<file path="src/rtl/reg_read_sched_pkg.sv">
// Shared types and sizes for the operand read scheduler.
package reg_read_sched_pkg;

    localparam int unsigned WIDTH     = 32;
    localparam int unsigned NUM_W     = 5;
    localparam int unsigned REG_IDX_W = 6;
    localparam int unsigned NREG      = 1 << REG_IDX_W;
    localparam int unsigned NSRC_DEF  = 3;
    localparam int unsigned NPORT_DEF = 2;

    typedef enum logic [1:0] {
        RS_IDLE = 2'd0,
        RS_READ = 2'd1,
        RS_DONE = 2'd2
    } rs_state_e;

    typedef struct packed {
        logic             gf;
        logic [NUM_W-1:0] num;
    } src_spec_t;

    // Flat {gf,num} index into the scoreboard.
    function automatic logic [REG_IDX_W-1:0] reg_idx(input src_spec_t s);
        return {s.gf, s.num};
    endfunction

endpackage

</file>
<file path="src/rtl/reg_pick_n.sv">
// Picks the first NPORT set bits of an eligibility vector, lowest index first.
module reg_pick_n #(
    parameter int unsigned NSRC  = 3,
    parameter int unsigned NPORT = 2,
    parameter int unsigned IDX_W = 2
) (
    input  logic [NSRC-1:0]             elig,
    output logic [NPORT-1:0]            pick_vld,
    output logic [NPORT-1:0][IDX_W-1:0] pick_idx
);

    always_comb begin
        int unsigned rank;
        pick_vld = '0;
        pick_idx = '0;
        rank     = 0;
        for (int unsigned i = 0; i < NSRC; i++) begin
            if (elig[i]) begin
                for (int unsigned p = 0; p < NPORT; p++) begin
                    if (rank == p) begin
                        pick_vld[p] = 1'b1;
                        pick_idx[p] = IDX_W'(i);
                    end
                end
                rank++;
            end
        end
    end

endmodule

</file>
<file path="src/rtl/reg_read_sched.sv">
// Issues operand reads for one instruction over a few register-file ports,
// waiting out scoreboard-busy registers, and hands the bundle to execute.
module reg_read_sched
    import reg_read_sched_pkg::*;
#(
    parameter int unsigned NSRC  = NSRC_DEF,
    parameter int unsigned NPORT = NPORT_DEF
) (
    input  logic                   clk,
    input  logic                   rstn,
    input  logic                   req_valid,
    output logic                   req_ready,
    input  logic [NSRC-1:0]        req_mask,
    input  logic [NSRC-1:0]        req_gf,
    input  logic [NUM_W*NSRC-1:0]  req_num,
    output logic [NPORT-1:0]       rd_gfflag,
    output logic [NUM_W*NPORT-1:0] rd_num,
    input  logic [WIDTH*NPORT-1:0] rd_data,
    input  logic [NREG-1:0]        busy,
    output logic                   op_valid,
    input  logic                   op_ready,
    output logic [WIDTH*NSRC-1:0]  op_data
);

    localparam int unsigned IDX_W = (NSRC > 1) ? $clog2(NSRC) : 1;

    rs_state_e                      state_q, state_d;
    logic [NSRC-1:0]                pend_q, pend_d;
    src_spec_t [NSRC-1:0]           spec_q, spec_d;
    logic [NSRC-1:0][WIDTH-1:0]     buf_q, buf_d;
    logic [NSRC-1:0]                elig_c;
    logic [NPORT-1:0]               pick_vld;
    logic [NPORT-1:0][IDX_W-1:0]    pick_idx;
    logic                           accept_c;

    assign req_ready = (state_q == RS_IDLE) || ((state_q == RS_DONE) && op_ready);
    assign accept_c  = req_valid && req_ready;
    assign op_valid  = (state_q == RS_DONE);
    assign op_data   = buf_q;

    // A busy bit clearing this cycle makes its operand eligible this cycle.
    always_comb begin
        elig_c = '0;
        for (int unsigned i = 0; i < NSRC; i++) begin
            elig_c[i] = (state_q == RS_READ) && pend_q[i] && !busy[reg_idx(spec_q[i])];
        end
    end

    reg_pick_n #(
        .NSRC  (NSRC),
        .NPORT (NPORT),
        .IDX_W (IDX_W)
    ) u_pick (
        .elig     (elig_c),
        .pick_vld (pick_vld),
        .pick_idx (pick_idx)
    );

    always_comb begin
        rd_gfflag = '0;
        rd_num    = '0;
        for (int unsigned p = 0; p < NPORT; p++) begin
            if (pick_vld[p]) begin
                rd_gfflag[p]                 = spec_q[pick_idx[p]].gf;
                rd_num[p*NUM_W +: NUM_W]     = spec_q[pick_idx[p]].num;
            end
        end
    end

    always_comb begin
        state_d = state_q;
        pend_d  = pend_q;
        spec_d  = spec_q;
        buf_d   = buf_q;
        case (state_q)
            RS_READ: begin
                for (int unsigned p = 0; p < NPORT; p++) begin
                    if (pick_vld[p]) begin
                        buf_d[pick_idx[p]]  = rd_data[p*WIDTH +: WIDTH];
                        pend_d[pick_idx[p]] = 1'b0;
                    end
                end
                if (pend_d == '0) begin
                    state_d = RS_DONE;
                end
            end
            RS_DONE: begin
                if (op_ready && !req_valid) begin
                    state_d = RS_IDLE;
                end
            end
            default: ;
        endcase
        // Accept (from IDLE or back-to-back from DONE) overrides the above.
        if (accept_c) begin
            pend_d = req_mask;
            buf_d  = '0;
            for (int unsigned i = 0; i < NSRC; i++) begin
                spec_d[i].gf  = req_gf[i];
                spec_d[i].num = req_num[i*NUM_W +: NUM_W];
            end
            state_d = (req_mask != '0) ? RS_READ : RS_DONE;
        end
    end

    always_ff @(posedge clk or negedge rstn) begin
        if (!rstn) begin
            state_q <= RS_IDLE;
            pend_q  <= '0;
            spec_q  <= '0;
            buf_q   <= '0;
        end else begin
            state_q <= state_d;
            pend_q  <= pend_d;
            spec_q  <= spec_d;
            buf_q   <= buf_d;
        end
    end

endmodule

</file>
<file path="config.mk">
export PLATFORM = sky130hd
export DESIGN_NAME = reg_read_sched
export DESIGN_NICKNAME = d
export VERILOG_FILES = /design/src/rtl/reg_read_sched_pkg.sv /design/src/rtl/reg_pick_n.sv /design/src/rtl/reg_read_sched.sv
export SDC_FILE = /design/constraint.sdc
export NUM_CORES = 1
export LEC_CHECK = 0
export BUFFER_PORTS_ARGS = -buffer_cell sky130_fd_sc_hd__buf_4
export CORE_MARGIN = 5
export CORE_UTILIZATION = 47
export DETAILED_ROUTE_END_ITERATION = 7
export PLACE_DENSITY = 0.78
export SLEW_MARGIN = 20
export SYNTH_ARGS = -nofsm -noshare
export SYNTH_HDL_FRONTEND = slang
export SYNTH_SLANG_ARGS = --single-unit
</file>
<file path="constraint.sdc">
create_clock -name clk -period 4.83 [get_ports clk]
set_input_delay 0.966 -clock clk [delete_from_list [all_inputs] [get_ports clk]]
set_output_delay 0.966 -clock clk [all_outputs]
set_load 0.1 [all_outputs]
</file>
==> key figures, run 1 <==
Place
  – Routability-driven placement congestion ratio: 0.905
  – Post-DP Area: 10,700 um^2
  – IO Port Bufs: 262
  – Post-DP HPWL: 20,200 um

Power and ir drop
  – Lkg Pwr: 5.32 nW
  – Total Power: 7.03 mW
  – Psw: 3.57 mW
  – Worst VDD drop: 0.360 mV
  – Internal power: 3.46 mW
  – Switch share: 50.8%
  – Pwr per Cell Area: 607 nW/um^2
  – Clk pwr share: 19.0%
  – Seq pwr share: 24.0%
  – Logic pwr share: 56.9%

Job
  – Max Cap Violations: 0

Setup path
  – Max incr delay on CP: 500 ps
  – Slowest cell on the critical path: mux4_2
  – Worst EP arrival: 4000 ps
  – Critical Path, Cell by Cell: buf_4, mux4_2, mux4_2, mux4_2, or2_4, ha_4, nor2_4, nand2_2, or3_4, a31oi_4, buf_12
  – Most frequent CP cell: mux4_2
  – Critical Path Source Type: input pin
  – Critical path class: in -> out
  – CP Max Fanout: 4
  – Critical Path Start: busy[11]
  – Start of the worst register-to-register path: spec_q[0]
  – R2R depth: 14
  – WP data required: 3860 ps
  – Worst setup EP type: primary output

Floorplanning
  – Die H: 142 um
  – IO Count: 263
  – Row count: 48
  – Starting Density: 47.6%
  – DIE WIDTH: 142 um
  – Die area: 20,100 um^2
  – Core area: 17,200 um^2

Clocking
  – Root buffer cell: clkbuf_16
  – CTS tree: done
  – Sink Count: 119
  – Clock Path Buffers: 2
  – Total CTS buffers: 17
  – CTS H-Tree Depth: 4
  – Clock Latency Late Sink: 420 ps
  – Clk pin slew, worst setup/hold paths: 60 ps
  – Post-CTS Hold Buffers: 0

Timing
  – Max-slew violation count: 0
  – Total negative setup slack: -540 ps
  – Hold Violations, Final: 0
  – PnR worst setup slack: -136 ps
  – Final worst clock skew: 12.3 ps
  – Final setup viols: 6
  – Fin crit period: 4970 ps
  – RSZ-0062 raised after global routing: true
  – Worst slew margin: 29.4%
  – Final period util: 103%
  – Worst-Margin Slew: 1060 ps
  – Max Freq: 0.201 GHz
  – Fin Hold WS: 488 ps

Synth
  – #FFs+latches synth: 119
  – Syn Area/Cell: 10.5 um^2
  – Synthesized Nets: 937
  – Yosys cell types: 46
  – Top FF cell, synth: dfrtp_1
  – Top post-synthesis cells by count: 126 x nand2_1, 119 x dfrtp_1, 78 x mux2i_1, 58 x mux4_2, 51 x clkbuf_1
  – Ranking of synthesized cells by area: dfrtp_1 36%, mux4_2 16%, mux2i_1 9.5%
  – Top cell type's share of synthesized area: 36.4%
  – Post-synth ARST share: 100%
  – Post-synth EDFFs: 0
  – Synth warn: 0
  – Seq/Total Area, Yosys: 36.4%
  – Yosys top cell by area: dfrtp_1
  – Cells after Synth: 780
  – Count leader, synth: nand2_1
  – Cell Area, Synth: 8180 um^2

Finish
  – # fillers: 1,332
  – Fin nets: 1,186
  – Layout cells sized above 1: 45.0%
  – Antenna Diode Count: 0
  – Area growth syn-to-layout: 41.6%
  – Final Instance Area: 11,600 um^2

Hold path
  – Hold path depth: 2
  – HP Start: spec_q[7]
  – HP Class: reg -> reg

Routing
  – Initial DRC count: 586
  – DR vias/cell: 6.28
  – Post-detailed-route count of antenna-violating nets: 0
  – Via count: 7,959
  – Pre-Repair DR Iteration Count: 5
  – Residual DRC count: 0
  – Avg WL per Cell: 23.2 um
  – Routed wire length: 29,400 um

Global routing
  – Number of global-route vias before repair: 8,071
  – Initial antenna violation count: 0
  – Largest net degree at the start of global routing: 100
  – First-pass GRT wire length: 45,500 um
  – GR Overflow Total: 0
  – GRT Resource Usage Total: 28.8%

Status
  – Status: finished with violations
  – Failing checks: setup timing
-- metal layers --
layer  wire (um)  up-vias  track usage [%]
met1       11100     3873             36.4
met4        1430        0             12.6
li1            -     3490                -
met3        2460      104             6.64
met5           0        -                0
met2       14400      492             47.5
-- stage by stage --
step           instances  utilization (%)  setup WS [ps]
2_1_floorplan        780                -           -133
3_3_place_gp        1230             62.3           -138
3_5_place_dp        1230             62.3           -163
4_1_cts             1266             67.3          -82.1
5_1_grt             1267             67.4           -221
6_report            1267             67.4           -136
-- repair_timing --
action	4_1_cts	5_1_grt
endpoints found under the hold margin	0	0
resized for setup	42	2
gates cloned	0	1
pin swaps	1	1
setup endpoints to repair	12	12
setup buffers	4	0
-- cells by family (layout without fill, tap and decap cells) --
kind of cell | after synthesis | in the layout | share of synthesized area (%)
DFF | 119 | 119 | 36.4
muxes | 168 | 168 | 29.9
buffers and inverters | 80 | 342 | 4.65
and+or+nand+nor | 213 | 213 | 11.9
AOI/OAI and AO/OA | 196 | 196 | 16.5
adders and majority gates | 4 | 4 | 0.612
-- power by group through the flow --
stage | combinational, mW | clock [mW] | sequential [mW]
global placement | 3.89 | 0 | 1.67
floorplan | 1.49 | 0 | 3.19
detailed placement | 3.96 | 0 | 1.67
CTS | 3.98 | 1.35 | 1.67
global route | 4.18 | 1.39 | 1.73
finish | 4.00 | 1.34 | 1.69
-- placed cells by master (no fill, tap or decap), types with 3 or more instances in the layout --
master	count
nand2_2	3
mux2_2	32
buf_12	17
clkbuf_16	18
a31oi_1	32
o2bb2ai_2	4
a31oi_4	6
buf_6	9
nor2b_1	4
nand3_4	5
nor2_1	10
a22oi_1	34
nor2_4	3
o21ai_1	24
clkinv_4	3
dfrtp_1	118
clkinvlp_4	4
bufinv_16	3
nand3b_1	6
inv_1	5
mux2i_1	78
nand2_1	123
a21oi_1	4
buf_4	276
nand3_1	37
o2bb2ai_1	32
nand4b_1	5
o21ai_0	45
mux4_2	58
-- flip-flops by register name (all words and copies together), names as in the netlist --
register / count
state_q: 2
op_data: 96
spec_q: 18
pend_q: 3
-- worst max-delay path, delay by kind of cell --
kind	cells	cell delay, ps
fa+ha+maj	1	250
mux	3	1460
buf+inv	2	320
simple gates	4	830
compound gates	1	170
-- worst paths after layout --
check | end | slack (ps)
max in group asynchronous | spec_q[0] | 3200
min | spec_q[7] | 490
min reg2reg | spec_q[7] | 490
max | rd_gfflag[1] | -140
max reg2reg | op_data[9] | 460
min in group asynchronous | op_data[73] | 670
-- layout make-up --
cell class / count / area [um^2] / area share, %
clock buffer: 19 / 453 / 3.91
clock inverter: 13 / 169 / 1.46
inverter: 6 / 22.5 / 0.194
multi-input combinational: 581 / 5140 / 44.3
sequential: 119 / 2980 / 25.7
tap: 225 / 282 / 2.43
timing repair buffer: 304 / 2540 / 22.0
Note: power is estimated with default switching activity, not from simulation.
==> run 2, diff against run 1 <==
- CORE_ASPECT_RATIO: unset -> 1.2
- CTS_CLUSTER_SIZE: unset -> 12
==> run 2 against run 1 <==
The flow still finishes with violations (setup timing); clock power is 4% higher; first-iteration DRC count up 7.3%; sequential power is essentially flat; fmax up 0.13%; die area barely moved; critical path depth unchanged; core utilization up 1.4 points; sequential share of layout area fell by 0.24 points; critical path type unchanged; largest power group unchanged.
==> key figures, run 2 (same netlist as run 1, synthesis figures left out) <==
Setup path
  – R2R depth: 15 (+1)
  – Critical path class: in -> out
  – Worst setup EP type: primary output
  – Delay-heaviest family, CP: multiplexers
  – Slowest cell on the critical path: mux4_2
  – Critical Path, Cell by Cell: buf_4, mux4_2, mux4_2, mux4_2, or2_4, ha_4, nor2_4, nand2_2, or3_4, a31oi_4, buf_12
  – Worst EP arrival: 3990 ps (about the same)
  – WP buf/inv: 2 (unchanged)
  – Most frequent CP cell: mux4_2
  – Worst reg2reg endpoint: op_data[5]
  – Max incr delay on CP: 500 ps (about the same)
  – Start of the worst register-to-register path: spec_q[0]
  – Critical Path Source Type: input pin
  – Reg-to-reg slack, setup: 510 ps (+50 ps)
  – WP data required: 3860 ps (about the same)
  – CP Max Fanout: 4 (unchanged)

Routing
  – Initial DRC count: 629 (+7.3%)
  – Post-detailed-route count of antenna-violating nets: 0 (unchanged)
  – Via count: 7,775 (-2.3%)
  – Residual DRC count: 0 (unchanged)
  – Routed wire length: 28,100 um (-4.2%)
  – Pre-Repair DR Iteration Count: 5 (unchanged)
  – Avg WL per Cell: 22.3 um (-4.0%)
  – DR vias/cell: 6.15 (-2.1%)

Finish
  – Largest register FFs: 96 (unchanged)
  – Final Instance Area: 11,700 um^2 (+0.96%)
  – Most frequent cells in the layout: 288 x buf_4, 123 x nand2_1, 118 x dfrtp_1
  – Fin nets: 1,192 (+0.51%)
  – Area growth syn-to-layout: 43.0%
  – Antenna Diode Count: 0 (unchanged)
  – Layout cells sized above 1: 45.1% (+0.12 points)
  – Most common cell after layout, fill and taps aside: buf_4

Power and ir drop
  – Internal power: 3.54 mW (+2.5%)
  – Logic pwr share: 56.6% (-0.3 points)
  – Seq pwr share: 23.8% (-0.2 points)
  – Clk pwr share: 19.6% (+0.6 points)
  – Switch share: 49.9% (-0.90 points)
  – Psw: 3.53 mW (-1.2%)
  – Lkg Pwr: 5.37 nW (+1.0%)
  – Worst VDD drop: 0.408 mV (+13%)
  – Pwr per Cell Area: 605 nW/um^2 (-0.33%)

Floorplanning
  – Core area: 17,000 um^2 (-1.1%)
  – Row count: 52 (+8.3%)
  – Die H: 155 um (+8.9%)
  – Starting Density: 48.2% (+0.55 points)
  – IO Count: 263 (unchanged)
  – Die area: 20,200 um^2 (about the same)
  – DIE WIDTH: 130 um (-8.1%)

Timing
  – Fin crit period: 4960 ps (-6.47 ps)
  – Final period util: 103% (-0.13 points)
  – Final worst clock skew: 16.3 ps (+3.97 ps)
  – Final setup viols: 9 (+3)
  – Total negative setup slack: -597 ps (-56.6 ps)
  – Fin Hold WS: 484 ps (-3.35 ps)
  – Max-slew violation count: 0 (unchanged)
  – Worst-Margin Slew: 1040 ps (-16.7 ps)
  – PnR worst setup slack: -130 ps (+6.46 ps)
  – Worst slew margin: 30.5% (+1.1 points)
  – Hold Violations, Final: 0 (unchanged)
  – Max Freq: 0.202 GHz (+0.13%)
  – RSZ-0062 raised after global routing: true

Place
  – DP Worst Slack: -181 ps (-18.0 ps)
  – Post-DP Area: 10,700 um^2 (+0.41%)
  – Routability-driven placement congestion ratio: 0.868 (-4.1%)
  – Post-DP HPWL: 19,900 um (-1.5%)
  – IO Port Bufs: 262 (unchanged)

Hold path
  – Sink of the worst hold path: spec_q[12]
  – HP Class: reg -> reg
  – Hold path depth: 2 (unchanged)
  – HP Start: spec_q[12]

Clocking
  – Post-CTS Hold Buffers: 0 (unchanged)
  – CTS tree: done
  – Clock Path Buffers: 2 (unchanged)
  – Root buffer cell: clkbuf_16
  – Sink Count: 119 (unchanged)
  – CTS H-Tree Depth: 4 (unchanged)
  – Total CTS buffers: 17 (unchanged)
  – Clk pin slew, worst setup/hold paths: 50 ps (about the same)
  – Clock Latency Late Sink: 420 ps (about the same)

Global routing
  – Largest net degree at the start of global routing: 100 (unchanged)
  – GR Overflow Total: 0 (unchanged)
  – Initial antenna violation count: 0 (unchanged)
  – GRT Resource Usage Total: 27.2% (-1.5 points)
  – First-pass GRT wire length: 43,000 um (-5.5%)
  – Number of global-route vias before repair: 7,921 (-1.9%)

Job
  – Max Cap Violations: 0 (unchanged)

Status
  – Failing checks: setup timing
  – Status: finished with violations
[run 2: cell count changes in the layout (fill, tap and decap cells not counted), sizes merged]
cell and delta:
buf +6, bufinv +2, clkbuf +1, clkinvlp -1, inv -2
[run 2: power by group through the flow]
stage	sequential, mW	combinational (mW)	clock, mW
4_1_cts	1.66	3.97	1.40
5_1_grt	1.72	4.19	1.45
3_3_place_gp	1.66	3.91	0
3_5_place_dp	1.67	3.95	0
6_report	1.68	4.00	1.39
2_1_floorplan	3.19	1.49	0
[run 2: layout make-up]
| cell class | instances | area, um^2 |
|---|---|---|
| sequential | 119 | 2980 |
| multi-input combinational | 581 | 5200 |
| timing repair buffer | 310 | 2580 |
| clock inverter | 12 | 200 |
| inverter | 6 | 22.5 |
| fill | 1252 | 5290 |
| clock buffer | 20 | 447 |
| tap | 216 | 270 |
[run 2: how the worst max path moves through the flow]
stage,start,endpoint,slack (ps),cells past startpoint
2_1_floorplan,busy[63],rd_gfflag[1],-130,9
3_3_place_gp,busy[51],rd_gfflag[1],-150,11
3_5_place_dp,busy[3],rd_gfflag[1],-180,11
4_1_cts,spec_q[0],rd_gfflag[1],-100,11
5_1_grt,spec_q[0],rd_gfflag[1],-170,11
6_report,busy[7],rd_gfflag[1],-130,11
[run 2: worst register-to-register path, cell delays in order, from the launching register on]
cell     delay, ps
dfrtp_2        430
buf_12         170
mux4_2         540
mux4_2         500
mux4_2         500
or2_4          280
buf_4          160
ha_4           170
buf_4          160
inv_1           70
nand2_1         70
or3_1          420
nor2_8         180
buf_12         190
mux2i_1        210
o21ai_0        110
[run 2: what timing repair did]
action                     in CTS  in global routing
buffers inserted                5                  0
setup endpoints to repair      12                 12
pin swaps                       2                  1
cloned                          0                  1
gates resized for setup        31                 15
[run 2: per-layer routing]
| metal | global-route usage, % | part of all wire, % |
|---|---|---|
| met4 | 11.3 | 3.9 |
| met1 | 33.2 | 37 |
| met3 | 5.07 | 6.2 |
| met5 | 0 | 0 |
| met2 | 47.0 | 53 |
[run 2: metrics by stage]
| step | power, mW | instances | utilization (%) |
|---|---|---|---|
| 6_report | 7.07 | 1264 | 68.9 |
| 5_1_grt | 7.36 | 1264 | 68.9 |
| 4_1_cts | 7.03 | 1263 | 68.2 |
| 3_5_place_dp | 5.62 | 1226 | 63.3 |
| 3_3_place_gp | 5.57 | 1226 | 63.3 |
| 2_1_floorplan | 4.68 | 780 | - |
==> run 3, diff against run 2 <==
- CELL_PAD_IN_SITES_DETAIL_PLACEMENT: unset -> 1
- CELL_PAD_IN_SITES_GLOBAL_PLACEMENT: unset -> 1
- CORE_UTILIZATION: 47 -> 36
- PLACE_DENSITY: 0.78 -> unset
- PLACE_DENSITY_LB_ADDON: unset -> 0.1
==> run 3 against run 2 <==
The run still ends with setup timing left; clock skew down 4.9 ps; non-clock buffer count shrank 4; design area grew 1.2%; register-to-register slack got worse by 110 ps; global-route usage decreased by 3.7 points; clock power about the same; critical path depth unchanged; largest cell class unchanged; largest power group unchanged.
==> key figures, run 3 (same netlist as run 1, synthesis figures left out) <==
Finish
  – # fillers: 2,463 (+97%)
  – Most frequent cells in the layout: 276 x buf_4, 123 x nand2_1, 118 x dfrtp_1
  – Area growth syn-to-layout: 44.8%
  – Antenna Diode Count: 0 (unchanged)
  – Area of the multi-input gates: 5230 um^2 (+0.55%)
  – Largest register FFs: 96 (unchanged)
  – Register area: 2980 um^2 (unchanged)
  – Most common cell after layout, fill and taps aside: buf_4
  – Layout Utilization: 52.9% (-16 points)
  – Layout cells sized above 1: 45.5% (+0.36 points)
  – Fin nets: 1,188 (-0.34%)
  – Final Instance Area: 11,800 um^2 (+1.2%)

Power and ir drop
  – Pwr per Cell Area: 601 nW/um^2 (-0.67%)
  – Internal power: 3.48 mW (-1.9%)
  – Psw: 3.64 mW (+3.0%)
  – Logic pwr share: 56.8% (+0.2 points)
  – Lkg Pwr: 5.40 nW (+0.48%)
  – Worst VDD drop: 0.261 mV (-36%)
  – Seq pwr share: 23.8% (about the same)
  – Switch share: 51.1% (+1.2 points)
  – Clk pwr share: 19.4% (-0.2 points)

Status
  – Status: finished with violations
  – Failing checks: setup timing

Timing
  – Fin crit period: 4990 ps (+30.9 ps)
  – Final worst clock skew: 11.4 ps (-4.89 ps)
  – PnR worst setup slack: -161 ps (-30.9 ps)
  – Worst slew margin: 30.7% (+0.25 points)
  – Worst-Margin Slew: 1040 ps (-3.70 ps)
  – Max-slew violation count: 0 (unchanged)
  – Max Freq: 0.200 GHz (-0.62%)
  – Hold Violations, Final: 0 (unchanged)
  – RSZ-0062 raised after global routing: true
  – Total negative setup slack: -629 ps (-32.3 ps)
  – Final setup viols: 11 (+2)
  – Final period util: 103% (+0.64 points)

Global routing
  – First-pass GRT wire length: 48,600 um (+13%)
  – Largest net degree at the start of global routing: 120 (+20%)
  – GRT Resource Usage Total: 23.5% (-3.7 points)
  – Initial antenna violation count: 0 (unchanged)
  – GR Overflow Total: 0 (unchanged)
  – Number of global-route vias before repair: 8,356 (+5.5%)

Setup path
  – Critical Path, Cell by Cell: buf_4, mux4_2, mux4_2, mux4_2, or2_4, ha_4, nor2_4, nand2_4, or3_4, a31oi_4, buf_12
  – Worst setup EP type: primary output
  – CP Depth: 11 (unchanged)
  – Delay-heaviest family, CP: multiplexers
  – WP buf/inv: 2 (unchanged)
  – Most frequent CP cell: mux4_2
  – Worst reg2reg endpoint: op_data[4]
  – WP data required: 3860 ps (about the same)
  – Reg-to-reg slack, setup: 400 ps (-110 ps)
  – CP Max Fanout: 4 (unchanged)
  – Max incr delay on CP: 530 ps (+30 ps)
  – Critical Path Source Type: input pin
  – Critical Path Start: busy[14]
  – Worst EP arrival: 4020 ps (+30 ps)
  – Critical path class: in -> out
  – Slowest cell on the critical path: mux4_2
  – Start of the worst register-to-register path: spec_q[0]
  – R2R depth: 15 (unchanged)

Place
  – Post-DP Area: 10,900 um^2 (+1.1%)
  – IO Port Bufs: 262 (unchanged)
  – Routability-driven placement congestion ratio: 0.793 (-8.6%)
  – Post-DP HPWL: 21,800 um (+9.3%)

Clocking
  – Clock Path Buffers: 2 (unchanged)
  – Post-CTS Hold Buffers: 0 (unchanged)
  – CTS tree: done
  – Root buffer cell: clkbuf_16
  – Clk pin slew, worst setup/hold paths: 60 ps (about the same)
  – Total CTS buffers: 17 (unchanged)
  – Sink Count: 119 (unchanged)
  – Clock Latency Late Sink: 410 ps (about the same)
  – CTS H-Tree Depth: 4 (unchanged)

Routing
  – Max layer used: met4
  – Met3 wire len: 2060 um (+17%)
  – Metal-1 WL: 13,100 um (+26%)
  – Routed wl met2: 15,400 um (+4.1%)
  – Post-detailed-route count of antenna-violating nets: 0 (unchanged)
  – Residual DRC count: 0 (unchanged)
  – Initial DRC count: 385 (-39%)
  – Routed wire length: 31,100 um (+10%)
  – Pre-Repair DR Iteration Count: 4 (-1)
  – DR vias/cell: 5.76 (-6.3%)
  – Avg WL per Cell: 23.5 um (+5.5%)
  – Via count: 7,623 (-2.0%)

Job
  – Max Cap Violations: 0 (unchanged)

Hold path
  – HP Start: op_data[85]
  – Hold path depth: 1 (-1)
  – HP Class: reg -> reg
  – Sink of the worst hold path: op_data[85]

Floorplanning
  – Core area: 22,400 um^2 (+32%)
  – Row count: 60 (+15%)
  – Die area: 25,800 um^2 (+28%)
  – Starting Density: 36.6% (-12 points)
  – DIE WIDTH: 148 um (+13%)
  – Die H: 175 um (+13%)
  – IO Count: 263 (unchanged)
run 3: cell types whose count changed in the layout (fill, tap and decap cells not counted), moves of 4 or more:
cell    before  now
buf_4      288  276
inv_6        0    5
inv_8        0    5
buf_12      18   22
run 3: metrics by stage:
stage	cells	power [mW]	hold WS [ps]	worst slack (ps)
4_1_cts	1319	7.12	498	-174
6_report	1323	7.11	494	-161
3_3_place_gp	1287	5.64	475	-213
2_1_floorplan	780	4.68	487	-133
3_5_place_dp	1287	5.71	479	-252
5_1_grt	1323	7.44	505	-259
run 3: how the worst max path moves through the flow:
stage,to
floorplan,rd_gfflag[1]
global placement,rd_gfflag[1]
detailed placement,rd_gfflag[1]
CTS,rd_gfflag[1]
global route,rd_gfflag[1]
finish,rd_gfflag[1]
run 3: worst register-to-register path: stages (launching register included):
cell and delay (ps):
dfrtp_2 460, clkbuf_16 210, mux4_2 500, mux4_2 500
mux4_2 480, or2_4 280, buf_4 160, ha_2 240
buf_4 170, inv_1 80, nand2_1 90, or3_1 420
nor2_8 170, buf_12 210, mux2i_1 240, o21ai_0 100
run 3: layout make-up:
type	instances	share of cell area, %
multi-input cells	581	44.1
flip-flops and latches	119	25.2
repair buffers	306	22.2
clock buffers	17	3.59
well taps	279	2.95
clock inverters	15	1.74
inverters	6	0.190
run 3: power groups by stage:
| stage | clock, mW | combinational [mW] | sequential [mW] |
|---|---|---|---|
| after global placement | 0 | 3.96 | 1.69 |
| after detailed placement | 0 | 4.01 | 1.70 |
| after floorplan | 0 | 1.49 | 3.19 |
| after global routing | 1.46 | 4.24 | 1.74 |
| final | 1.38 | 4.04 | 1.69 |
| after CTS | 1.41 | 4.02 | 1.68 |
run 3: repair_timing:
action	in CTS	in global routing
setup buffers	0	1
gates cloned	0	2
gates resized for setup	42	13
pin swaps	0	3
endpoints found under the setup margin	12	12
run 3: routing by layer:
layer	track usage, %	vias to the layer above
met5	0	-
met4	5.36	0
met3	5.58	26
met2	39.9	255
met1	30.5	3861
li1	-	3481
